$ cat src/rtl/shbus_deserializer_pkg.sv
// Shared definitions for the share-bus deserializer and its beat counter:
// beat-count helpers and the two-state collection encoding.
package shbus_deserializer_pkg;

    typedef enum logic {
        COLLECT = 1'b0,
        FULL    = 1'b1
    } state_t;

    // Beats per full value.
    function automatic int calc_nb(input int count, input int word);
        return count / word;
    endfunction

    // Counter width max(1, clog2(nb)); a single-beat value still needs one bit.
    function automatic int calc_cnt_w(input int nb);
        int w;
        w = $clog2(nb);
        return (w < 1) ? 1 : w;
    endfunction

endpackage

$ cat src/rtl/shbus_beat_counter.sv
// Beat position counter: counts accepted beats 0..NB-1 and wraps, flagging the
// final beat of a value. Shared with the matching serializer.
module shbus_beat_counter
    import shbus_deserializer_pkg::*;
#(
    parameter int NB    = 4,
    parameter int CNT_W = calc_cnt_w(NB)
) (
    input  logic             clk,
    input  logic             rst,
    input  logic             inc,
    output logic [CNT_W-1:0] cnt,
    output logic             is_last
);

    logic [CNT_W-1:0] r_cnt;

    assign is_last = (r_cnt == CNT_W'(NB - 1));
    assign cnt     = r_cnt;

    // NOTE: sequential state uses non-blocking assignments so every register
    // samples the pre-edge values of its inputs.
    always_ff @(posedge clk or posedge rst) begin
        if (rst) begin
            r_cnt <= '0;
        end else if (inc) begin
            if (is_last) begin
                r_cnt <= '0;
            end else begin
                r_cnt <= r_cnt + 1'b1;
            end
        end
    end

endmodule

$ cat src/rtl/shbus_deserializer.sv
// Gathers word-wide share-bus beats into one d*count share-bus value and hands
// it downstream over valid/ready. Only moves wires; shares are never combined.
module shbus_deserializer
    import shbus_deserializer_pkg::*;
#(
    parameter int d     = 2,
    parameter int count = 128,
    parameter int word  = 32
) (
    input  logic               clk,
    input  logic               rst,
    input  logic               in_valid,
    output logic               in_ready,
    input  logic [d*word-1:0]  in_data,
    input  logic               in_last,
    output logic               out_valid,
    input  logic               out_ready,
    output logic [d*count-1:0] out_data,
    output logic               err
);

    localparam int NB      = calc_nb(count, word);
    localparam int CNT_W   = calc_cnt_w(NB);
    localparam int SLICE_W = d * word;

    state_t             r_state;
    state_t             w_state_nxt;
    logic [d*count-1:0] r_data;
    logic               r_err;
    logic [CNT_W-1:0]   w_cnt;
    logic               w_is_last;
    logic               w_accept;
    logic               w_take;

    assign out_valid = (r_state == FULL);
    assign in_ready  = !out_valid || out_ready;
    assign w_accept  = in_valid && in_ready;
    assign w_take    = out_valid && out_ready;
    assign out_data  = r_data;
    assign err       = r_err;

    // An accept while FULL implies a take, so the counter sits at 0 and the
    // beat lands in slice 0; the counter needs no knowledge of the state.
    shbus_beat_counter #(
        .NB    (NB),
        .CNT_W (CNT_W)
    ) u_beat_counter (
        .clk     (clk),
        .rst     (rst),
        .inc     (w_accept),
        .cnt     (w_cnt),
        .is_last (w_is_last)
    );

    always_ff @(posedge clk or posedge rst) begin
        if (rst) begin
            r_state <= COLLECT;
        end else begin
            r_state <= w_state_nxt;
        end
    end

    // NOTE: the default assignment first keeps this block free of latches.
    always_comb begin
        w_state_nxt = r_state;
        if (w_accept) begin
            w_state_nxt = w_is_last ? FULL : COLLECT;
        end else if (w_take) begin
            w_state_nxt = COLLECT;
        end
    end

    // NOTE: the assembly register is reset because a cleared bus after reset is
    // part of the interface contract, unlike a plain storage array.
    always_ff @(posedge clk or posedge rst) begin
        if (rst) begin
            r_data <= '0;
        end else begin
            for (int k = 0; k < NB; k++) begin
                if (w_accept && (w_cnt == CNT_W'(k))) begin
                    r_data[k*SLICE_W +: SLICE_W] <= in_data;
                end
            end
        end
    end

    // in_last is only cross-checked against the counter; it never moves data.
    always_ff @(posedge clk or posedge rst) begin
        if (rst) begin
            r_err <= 1'b0;
        end else begin
            r_err <= w_accept && (in_last != w_is_last);
        end
    end

endmodule

$ cat config.mk
export PLATFORM = sky130hd
export DESIGN_NAME = shbus_deserializer
export DESIGN_NICKNAME = d
export VERILOG_FILES = /design/src/rtl/shbus_deserializer_pkg.sv /design/src/rtl/shbus_beat_counter.sv /design/src/rtl/shbus_deserializer.sv
export SDC_FILE = /design/constraint.sdc
export NUM_CORES = 1
export LEC_CHECK = 0
export ABC_AREA = 0
export CORE_UTILIZATION = 46
export DETAILED_ROUTE_END_ITERATION = 8
export PLACE_DENSITY = 0.8
export RECOVER_POWER = 50
export SLEW_MARGIN = 40
export SYNTH_ARGS = -nofsm -noshare
export SYNTH_HDL_FRONTEND = slang
export SYNTH_HIERARCHICAL = 1
export SYNTH_SLANG_ARGS = --single-unit
$ cat constraint.sdc
create_clock -name clk -period 11.9 [get_ports clk]
set_input_delay 2.975 -clock clk [delete_from_list [all_inputs] [get_ports clk]]
set_output_delay 2.975 -clock clk [all_outputs]
set_load 0.05 [all_outputs]
==> results of run 1 <==
==> synth_stat cells <==
master | n | share of area [%]
and4bb_1 | 1 | 0.12
buf_6 | 9 | 0.98
nand2b_4 | 1 | 0.13
mux2_1 | 5 | 0.55
nand4b_1 | 1 | 0.085
inv_1 | 2 | 0.073
mux2_2 | 131 | 14
nand2_1 | 2 | 0.073
buf_12 | 6 | 1.2
ha_1 | 1 | 0.12
dfrtp_1 | 260 | 63
nand2b_1 | 1 | 0.061
and2_2 | 1 | 0.073
mux2i_1 | 1 | 0.097
buf_2 | 7 | 0.34
nand4_4 | 1 | 0.21
and3_2 | 1 | 0.073
mux2_4 | 121 | 18
and4b_1 | 1 | 0.097
buf_4 | 6 | 0.44
xor2_1 | 1 | 0.085
==> stage by stage <==
step / cells / utilization (%)
global route: 1198 / 65.79
finish: 1198 / 65.79
detailed placement: 1146 / 62.60
global placement: 1145 / 62.45
floorplan: 560 / -
CTS: 1198 / 66.92
==> layout by cell type, fill, tap and decap left out, types with 2 or more instances in the layout <==
| cell | netlist | routed |
|---|---|---|
| buf_4 | 6 | 2 |
| buf_6 | 9 | 2 |
| bufinv_16 | 0 | 2 |
| clkbuf_1 | 0 | 5 |
| clkbuf_16 | 0 | 29 |
| clkbuf_8 | 0 | 6 |
| clkdlybuf4s50_1 | 0 | 325 |
| clkinv_2 | 0 | 9 |
| clkinvlp_4 | 0 | 3 |
| dfrtp_1 | 260 | 260 |
| dlygate4sd3_1 | 0 | 2 |
| mux2_1 | 5 | 65 |
| mux2_2 | 131 | 130 |
| mux2_4 | 121 | 62 |
| nand2_1 | 2 | 2 |
==> final cells by class <==
type / count / area share, %
clock buffer: 38 / 5.690
clock inverter: 14 / 0.8861
inverter: 2 / 0.06081
multi-input combinational: 270 / 22.58
sequential: 260 / 45.17
tap: 280 / 2.432
timing repair buffer: 334 / 23.18
==> layer usage <==
| metal | vias up | track usage [%] | share of wire (%) | wire [um] |
|---|---|---|---|---|
| met4 | 0 | 4.604 | 1.7 | 417 |
| met5 | - | 0 | 0 | 0 |
| li1 | 2659 | - | - | - |
| met3 | 36 | 6.018 | 8.3 | 1991 |
| met1 | 3045 | 26.92 | 42 | 10020 |
| met2 | 208 | 34.93 | 48 | 11700 |
==> worst max-delay path, stage by stage <==
cell           delay [ns]
dlygate4sd3_1        0.57
clkinvlp_2           2.98
clkbuf_1             1.17
buf_12               0.34
==> state kept, by name, indices dropped and copies added (netlist names) <==
signal / count
out_data: 256
u_beat_counter/cnt: 2
err: 1
out_valid: 1
==> path summary, 6_finish.rpt <==
| check | to | slack (ns) |
|---|---|---|
| setup reg to reg | out_data[248] | 7.54 |
| hold / removal | out_data[68] | 0.48 |
| hold reg to reg | out_data[68] | 0.48 |
| max in group clk | in_ready | 4.52 |
| min in group asynchronous | u_beat_counter/cnt[1] | 2.80 |
| setup / recovery | out_data[112] | 4.52 |
==> cells by family (layout without fill, tap and decap cells) <==
| logic type | after synthesis | in the layout | share of synthesized area, % |
|---|---|---|---|
| flip-flops | 260 | 260 | 63.23 |
| adder cells (fa/ha/maj) | 1 | 1 | 0.1216 |
| buffers and inverters | 30 | 388 | 3.003 |
| XOR/XNOR | 1 | 1 | 0.08513 |
| multiplexers | 258 | 258 | 32.64 |
| AND/OR/NAND/NOR | 10 | 10 | 0.9242 |
==> results.md, run 1 <==
* CP Class: in2async
* Post-synthesis sequential area ratio at 63.23%
* HP Start: out_data[68]
* Final min period at around 7.4 ns
* Clock slew at reported path FFs at approximately 0.060 ns
* CP arrival at 8.08 ns
* Clock latency on the worst-skew pair at roughly 0.53 ns
* Initial antenna violation count at 0
* Clock Skew at ~0.0092 ns
* Yosys warns at 6
* Syn Area/Cell at 18.37 um^2
* Cells after Synth at 560
* Core Region at approximately 0.022 mm^2
* TritonCTS Buffers at 28
* # clock sinks at 260
* Failing checks: capacitance limit, slew limit
* Drt drc at 0
* Reg area at 0.006506 mm^2
* Mapped Area at 0.01029 mm^2
* Resize count post-CTS at 0
* Max Clock Freq at between 100 and 150 MHz
* Clock root buffer: clkbuf_16
* Routed vias at 5948
* Hold path depth at 1
* CP Max Fanout at between 100 and 150
* Remaining Overflow, GRT at 0
* Vias in the first global route at 6341
* Detailed Route Iter0 Violations at 160
* Area occupied by multi-input gates at approximately 0.0033 mm^2
* Row Count at 54
* Routability congestion estimate at between 0.7 and 0.8
* Post-DP HPWL at 15.48 mm
* Relative slew slack at -254.2%
* Die area at 0.02297 mm^2
* Port bufs at 327
* Filler cells at 1585
* TNS Setup at 0 ns
* Startpoint Class: input port
* Hold Buf Count CTS at 0
* Final setup vio count at 0
* Chip height at 151.6 um
* Final WL at roughly 24 mm
* RSZ-0062 raised after global routing: false
* Tcrit/Tclk final at between 60% and 70%
* Seq cells post-synth at 260
* HP Class: reg2reg
* Critical path origin: rst
* Share of cells above drive strength 1 at 27.23%
* Largest net degree at the start of global routing at 122
* Fin area at ~0.014 mm^2
* Max Transition Viols Final at roughly 250
* Crit. End Element: asynchronous set/reset pin
* Area Growth Syn to Fin at 39.97%
* CTS max path bufs at 3
* Least-Margin Pin Slew at roughly 5.3 ns
* Routed length per instance at 20.14 um
* Worst Setup Slack post-DPL at 4.524 ns
* Status: finished, violations left
* Max H-tree Level at 1
* Via density at 4.965
* GR Util All Layers at 20.89%
* First-pass GRT wire length at about 37 mm
* WHS at 0.4835 ns
* Post-DP Area at 0.01370 mm^2
* Initial DRT Pass Iterations at 4
* Final net count at slightly below 1k
* Initial core utilization at 47.01%
* Ports at 328
* Worst EP required at 12.60 ns
* Netlist cell types at 21
* Post-Syn Nets at 630
* Max Cap Viol at 4
* R2R depth at 4
* Worst r2r src: out_valid
* Setup repair bufs after CTS at 0
* Fin. Hold Viols at 0
* Ant diodes at 0
* Post-route setup slack at ~4.5 ns
* Die width at 151.6 um
* Post-route ant nets at 0
* CTS tree: done
Power of run 1 is left out: the tool's default activity adds up to more than one toggle a clock period on the data nets, which glitch-free logic cannot reach.
==> run 2: changes to the inputs <==
- CORE_UTILIZATION: 46 -> 42
- PLACE_DENSITY: 0.8 -> 0.77
- clock period: 11.9 -> 6.5 ns (I/O delays scaled with it)
==> run 2 against run 1 <==
  * Clock-buffer cell count decreased by 2
  * Register-to-register slack got worse by 4.7 ns
  * Wire length increased by 0.11%
  * Critical path type is now in2reg
  * The run still ends with capacitance limit, slew limit left
  * Via count increased by 0.50%
==> results.md, run 2 (synthesis gave the netlist of run 1 again) <==
* Max FFs per register at 256 (unchanged)
* Ant diodes at 0 (unchanged)
* Remaining Overflow, GRT at 0 (unchanged)
* Row Count at 56 (+3.7%)
* Share of cells above drive strength 1 at 28.74% (+1.5 points)
* # clock sinks at 260 (unchanged)
* CTS tree: done
* Clock slew at reported path FFs at 0.06 ns (about the same)
* Initial core utilization at 43.32% (-3.7 points)
* Final setup vio count at 0 (unchanged)
* Cell Chain, Critical Path: dlygate4sd3_1 > nand4_1 > buf_4 > mux2_1
* GR Util All Layers at 18.94% (-1.9 points)
* Area Growth Syn to Fin at 41.00%
* Final net count at 966 (unchanged)
* CP Class: in2reg
* Worst reg-to-reg setup slack at 2.82 ns (-4.72 ns)
* Post-DP Area at 0.01377 mm^2 (+0.48%)
* TNS Setup at 0 ns (unchanged)
* First-pass GRT wire length at 36.62 mm (-0.86%)
* FF-to-FF End: out_data[251]
* Crit path max-delay cell type: nand4_1
* Failing checks: capacitance limit, slew limit
* Routed length per instance at 19.57 um (-2.8%)
* Port bufs at 327 (unchanged)
* Vias in the first global route at 6270 (-1.1%)
* Routability congestion estimate at 0.7089 (-6.1%)
* Crit path to: out_data[251]
* Max H-tree Level at 1 (unchanged)
* Worst EP required at 6.90 ns (-5.70 ns)
* Max Transition Viols Final at 251 (-0.40%)
* Relative slew slack at -93.10% (+160 points)
* R2R depth at 4 (unchanged)
* Max Clock Freq at 201.0 MHz
* Setup repair bufs after CTS at 0 (unchanged)
* Post-DP HPWL at 15.82 mm (+2.2%)
* Hold Buf Count CTS at 0 (unchanged)
* CP bufs+invs at 2 (-2)
* Largest net degree at the start of global routing at 131 (+7.4%)
* Die area at 0.02513 mm^2 (+9.4%)
* Crit path depth at 4 (unchanged)
* Chip height at 158.5 um (+4.6%)
* Tcrit/Tclk final at about 77%
* Final std cells w/o fill at 1234 (+3.0%)
* Clock Skew at 0.008253 ns (-0.0009379 ns)
* Crit. End Element: flop
* Status: finished, violations left
* Placed Cells at 1186 (+3.5%)
* Initial DRT Pass Iterations at 4 (unchanged)
* Startpoint Class: input port
* Initial antenna violation count at 0 (unchanged)
* Resize count post-CTS at 0 (unchanged)
* CTS max path bufs at 3 (unchanged)
* Most frequent cells in the layout: clkdlybuf4s50_1, dfrtp_1, mux2_2
* Post-route ant nets at 0 (unchanged)
* Family with the most delay on the worst path: simple AND/OR/NAND/NOR gates
* CP peak stage delay at 1.72 ns (-1.26 ns)
* Via density at 4.844 (-2.4%)
* Worst r2r src: out_valid
* CP Max Fanout at 35 (-71%)
* Final min period at 4.975 ns
* HP Class: reg2reg
* Most common cell after layout, fill and taps aside: clkdlybuf4s50_1
* Die width at 158.5 um (+4.6%)
* Clock latency on the worst-skew pair at 0.52 ns (about the same)
* Fin area at 0.01451 mm^2 (+0.74%)
* RSZ-0062 raised after global routing: false
* Clock root buffer: clkbuf_16
* TritonCTS Buffers at 27 (-3.6%)
* Drt drc at 0 (unchanged)
* Final WL at 24.15 mm (+0.11%)
* Fin. Hold Viols at 0 (unchanged)
* Max Cap Viol at 5 (+1)
* Least-Margin Pin Slew at 2.897 ns (-2.387 ns)
* Core Region at 0.02375 mm^2 (+8.5%)
* Ports at 328 (unchanged)
* Routed vias at 5978 (+0.50%)
* CP arrival at 5.37 ns (-2.71 ns)
* Detailed Route Iter0 Violations at 199 (+24%)
* Critical path origin: in_valid
-- run 2: changes by cell type in the layout (fill, tap and decap cells not counted), sizes merged --
cell,change
bufinv,+2
clkbuf,-1
clkinv,-2
clkinvlp,-2
-- run 2: worst min path at each step --
stage / startpoint / to / slack (ns) / cells after the start
floorplan: u_beat_counter/cnt[0] / u_beat_counter/cnt[0] / 0.56 / 1
global placement: out_data[232] / out_data[232] / 0.47 / 1
detailed placement: out_data[251] / out_data[251] / 0.49 / 1
CTS: out_data[163] / out_data[163] / 0.51 / 1
global route: out_data[18] / out_data[18] / 0.50 / 1
finish: out_data[67] / out_data[67] / 0.48 / 1
-- run 2: worst register-to-register path, stage by stage, from the launching register on --
cell,delay [ns]
dfrtp_1,0.40
nand2b_4,0.11
nand4_1,1.68
buf_4,0.99
mux2_1,0.38
-- run 2: per-stage QoR --
stage | util (%) | hold slack [ns] | setup slack, ns
6_report | 61.08 | 0.4848 | 1.525
4_1_cts | 61.97 | 0.5062 | 1.752
3_5_place_dp | 57.97 | 0.4852 | 1.768
2_1_floorplan | - | 0.5607 | 1.475
3_3_place_gp | 57.97 | 0.4730 | 1.784
5_1_grt | 61.08 | 0.5027 | 1.025
-- run 2: layout make-up --
type | instances | area, um^2
clock buffer | 36 | 779.5
clock inverter | 12 | 170.2
fill | 1807 | 9244
inverter | 2 | 8.758
multi-input combinational | 270 | 3297
sequential | 260 | 6506
tap | 319 | 399.1
timing repair buffer | 335 | 3348
-- run 2: per-layer routing --
layer / part of all wire [%] / up-vias / global-route usage, %
met5: 0 / - / 0
met4: 2.9 / 0 / 6.136
met3: 8.5 / 43 / 5.879
met2: 46 / 240 / 30.66
met1: 42 / 3046 / 24.13
li1: - / 2649 / -
Power of run 2 is left out for the same reason.
==> run 3: changes to the inputs <==
- clock period: 6.5 -> 4.05 ns (I/O delays scaled with it)
==> run 3 against run 2 <==
  * The run still ends with capacitance limit, slew limit left
  * Utilization grew 0.57 points
  * Critical path depth down 1
  * Wire length increased by 0.61%
  * Register-to-register slack got worse by 1.4 ns
  * Clock skew decreased by 0.0015 ns
  * First-iteration DRC count increased by 22%
  * Flip-flop and latch count is the same
  * Clock-buffer cell count is 3 higher
  * Sequential share of layout area is 0.42 points lower
  * Non-clock buffer count up 6
  * Cell count is 0.73% higher
  * Setup slack worse by 0.96 ns
  * Critical endpoint is now in_ready
  * Largest cell class unchanged
==> results.md, run 3 (synthesis gave the netlist of run 1 again) <==
* CP arrival at 2.48 ns (-2.89 ns)
* RSZ-0062 raised after global routing: false
* Met1 Use GR at 24.72% (+0.59 points)
* Layout Utilization at 61.66% (+0.57 points)
* HP Class: reg2reg
* R2R depth at 3 (-1)
* Drt drc at 0 (unchanged)
* Routed vias at 6024 (+0.77%)
* Die area at 0.02513 mm^2 (unchanged)
* Core Region at 0.02375 mm^2 (unchanged)
* Ant diodes at 0 (unchanged)
* Max H-tree Level at 1 (unchanged)
* Row Count at 56 (unchanged)
* Routability congestion estimate at 0.7466 (+5.3%)
* Vias in the first global route at 6499 (+3.7%)
* Fin. Hold Viols at 0 (unchanged)
* CTS tree: done
* Relative slew slack at -30.30% (+63 points)
* TritonCTS Buffers at 28 (+3.7%)
* Worst reg-to-reg setup slack at 1.37 ns (-1.45 ns)
* Largest net degree at the start of global routing at 78 (-40%)
* Setup repair bufs after CTS at 0 (unchanged)
* Grt met2 use at 31.22% (+0.56 points)
* Detailed Route Iter0 Violations at 243 (+22%)
* Initial DRT Pass Iterations at 4 (unchanged)
* Clock root buffer: clkbuf_16
* Chip height at 158.5 um (unchanged)
* Cell Chain, Critical Path: clkdlybuf4s50_1 > nand2b_4 > clkdlybuf4s50_1
* Critical path origin: out_ready
* Most frequent cells in the layout: clkdlybuf4s50_1, dfrtp_1, mux2_2
* Min-Delay Endpoint: out_data[1]
* Routed length per instance at 19.55 um (-0.12%)
* Post-DP HPWL at 16.06 mm (+1.6%)
* Port bufs at 327 (unchanged)
* Failing checks: capacitance limit, slew limit
* Status: finished, violations left
* Met3 Usage GRT at 6.070% (+0.19 points)
* FF-to-FF End: out_data[187]
* Worst EP required at 3.04 ns (-3.86 ns)
* Worst r2r src: u_beat_counter/cnt[0]
* HP Start: out_data[1]
* First-pass GRT wire length at 37.42 mm (+2.2%)
* GR peak layer: met2
* # clock sinks at 260 (unchanged)
* Initial core utilization at 43.32% (unchanged)
* Crit path max-delay cell type: clkdlybuf4s50_1
* CP bufs+invs at 2 (unchanged)
* Hold path depth at 1 (unchanged)
* Family with the most delay on the worst path: buffers and inverters
* Final net count at 973 (+0.72%)
* CP Class: in2out
* Max Cap Viol at 1 (-4)
* CP Max Fanout at 8 (-77%)
* Final setup vio count at 0 (unchanged)
* Most common cell after layout, fill and taps aside: clkdlybuf4s50_1
* Die width at 158.5 um (unchanged)
* Tcrit/Tclk final at 86.12%
* Area Growth Syn to Fin at 42.33%
* Clock Skew at 0.006756 ns (-0.001498 ns)
* CTS max path bufs at 3 (unchanged)
* Share of cells above drive strength 1 at 30.41% (+1.7 points)
* Max Clock Freq at 286.7 MHz
* Max Transition Viols Final at 65 (-74%)
* Least-Margin Pin Slew at 1.954 ns (-0.9420 ns)
* Hold Buf Count CTS at 0 (unchanged)
* Resize count post-CTS at 0 (unchanged)
* Clock latency on the worst-skew pair at 0.53 ns (about the same)
* Crit. End Element: primary output
* GR Util All Layers at 19.20% (+0.26 points)
* Max FFs per register at 256 (unchanged)
* Most frequent CP cell: clkdlybuf4s50_1
* Ports at 328 (unchanged)
* Final WL at 24.30 mm (+0.61%)
* Final min period at between 3 and 4 ns
* Startpoint Class: input port
* Post-route ant nets at 0 (unchanged)
* Initial antenna violation count at 0 (unchanged)
* Remaining Overflow, GRT at 0 (unchanged)
* Clock slew at reported path FFs at 0.06 ns (about the same)
* Via density at 4.846 (about the same)
* CP peak stage delay at 0.81 ns (-0.91 ns)
* TNS Setup at 0 ns (unchanged)
[run 3: cell types whose count changed in the layout (fill, tap and decap cells not counted), moves of 2 or more]
cell        before  now
buf_12           2    5
clkbuf_16       27   29
mux2_4          78   89
clkinv_4         2    0
mux2_1          49   36
clkbuf_8         7    5
clkbuf_1         4    9
mux2_2         130  132
clkbuf_2         1    3
clkinvlp_4       1    3
[run 3: final cells by class]
cell class	instances	area, um^2
well taps	319	399.1
inverters	2	8.758
flip-flops and latches	260	6506
repair buffers	341	3418
fillers	1776	9107
multi-input cells	270	3353
clock inverters	12	146.4
clock buffers	39	813.3
[run 3: how the worst max path moves through the flow]
stage                          endpoint  slack, ns  cells after the start
after global routing      out_data[174]       0.44                      4
final                          in_ready       0.56                      3
after detailed placement       in_ready       0.56                      3
after floorplan                     err      -0.36                      1
after global placement         in_ready       0.58                      3
after CTS                      in_ready       0.55                      3
[run 3: metrics by stage]
stage                     cells  setup WS (ns)  area [um^2]  hold slack, ns
after detailed placement   1192         0.5636        13860          0.4831
after global placement     1192         0.5839        13860          0.4744
after floorplan             560        -0.3621        10290          0.5607
after CTS                  1243         0.5487        14820          0.5036
final                      1243         0.5620        14650          0.4833
after global routing       1243         0.4437        14650          0.5032
[run 3: worst reg2reg max path: stages, from the launching register on]
cell,delay (ns)
dfrtp_1,0.49
nand4b_1,0.16
clkbuf_2,1.42
mux2_2,0.50
[run 3: routing by layer]
| layer | share of wire, % | vias up |
|---|---|---|
| met5 | 0 | - |
| met4 | 2.2 | 0 |
| met3 | 8.0 | 41 |
| met2 | 47 | 221 |
| met1 | 43 | 3095 |
| li1 | - | 2667 |
Power of run 3 is left out for the same reason.
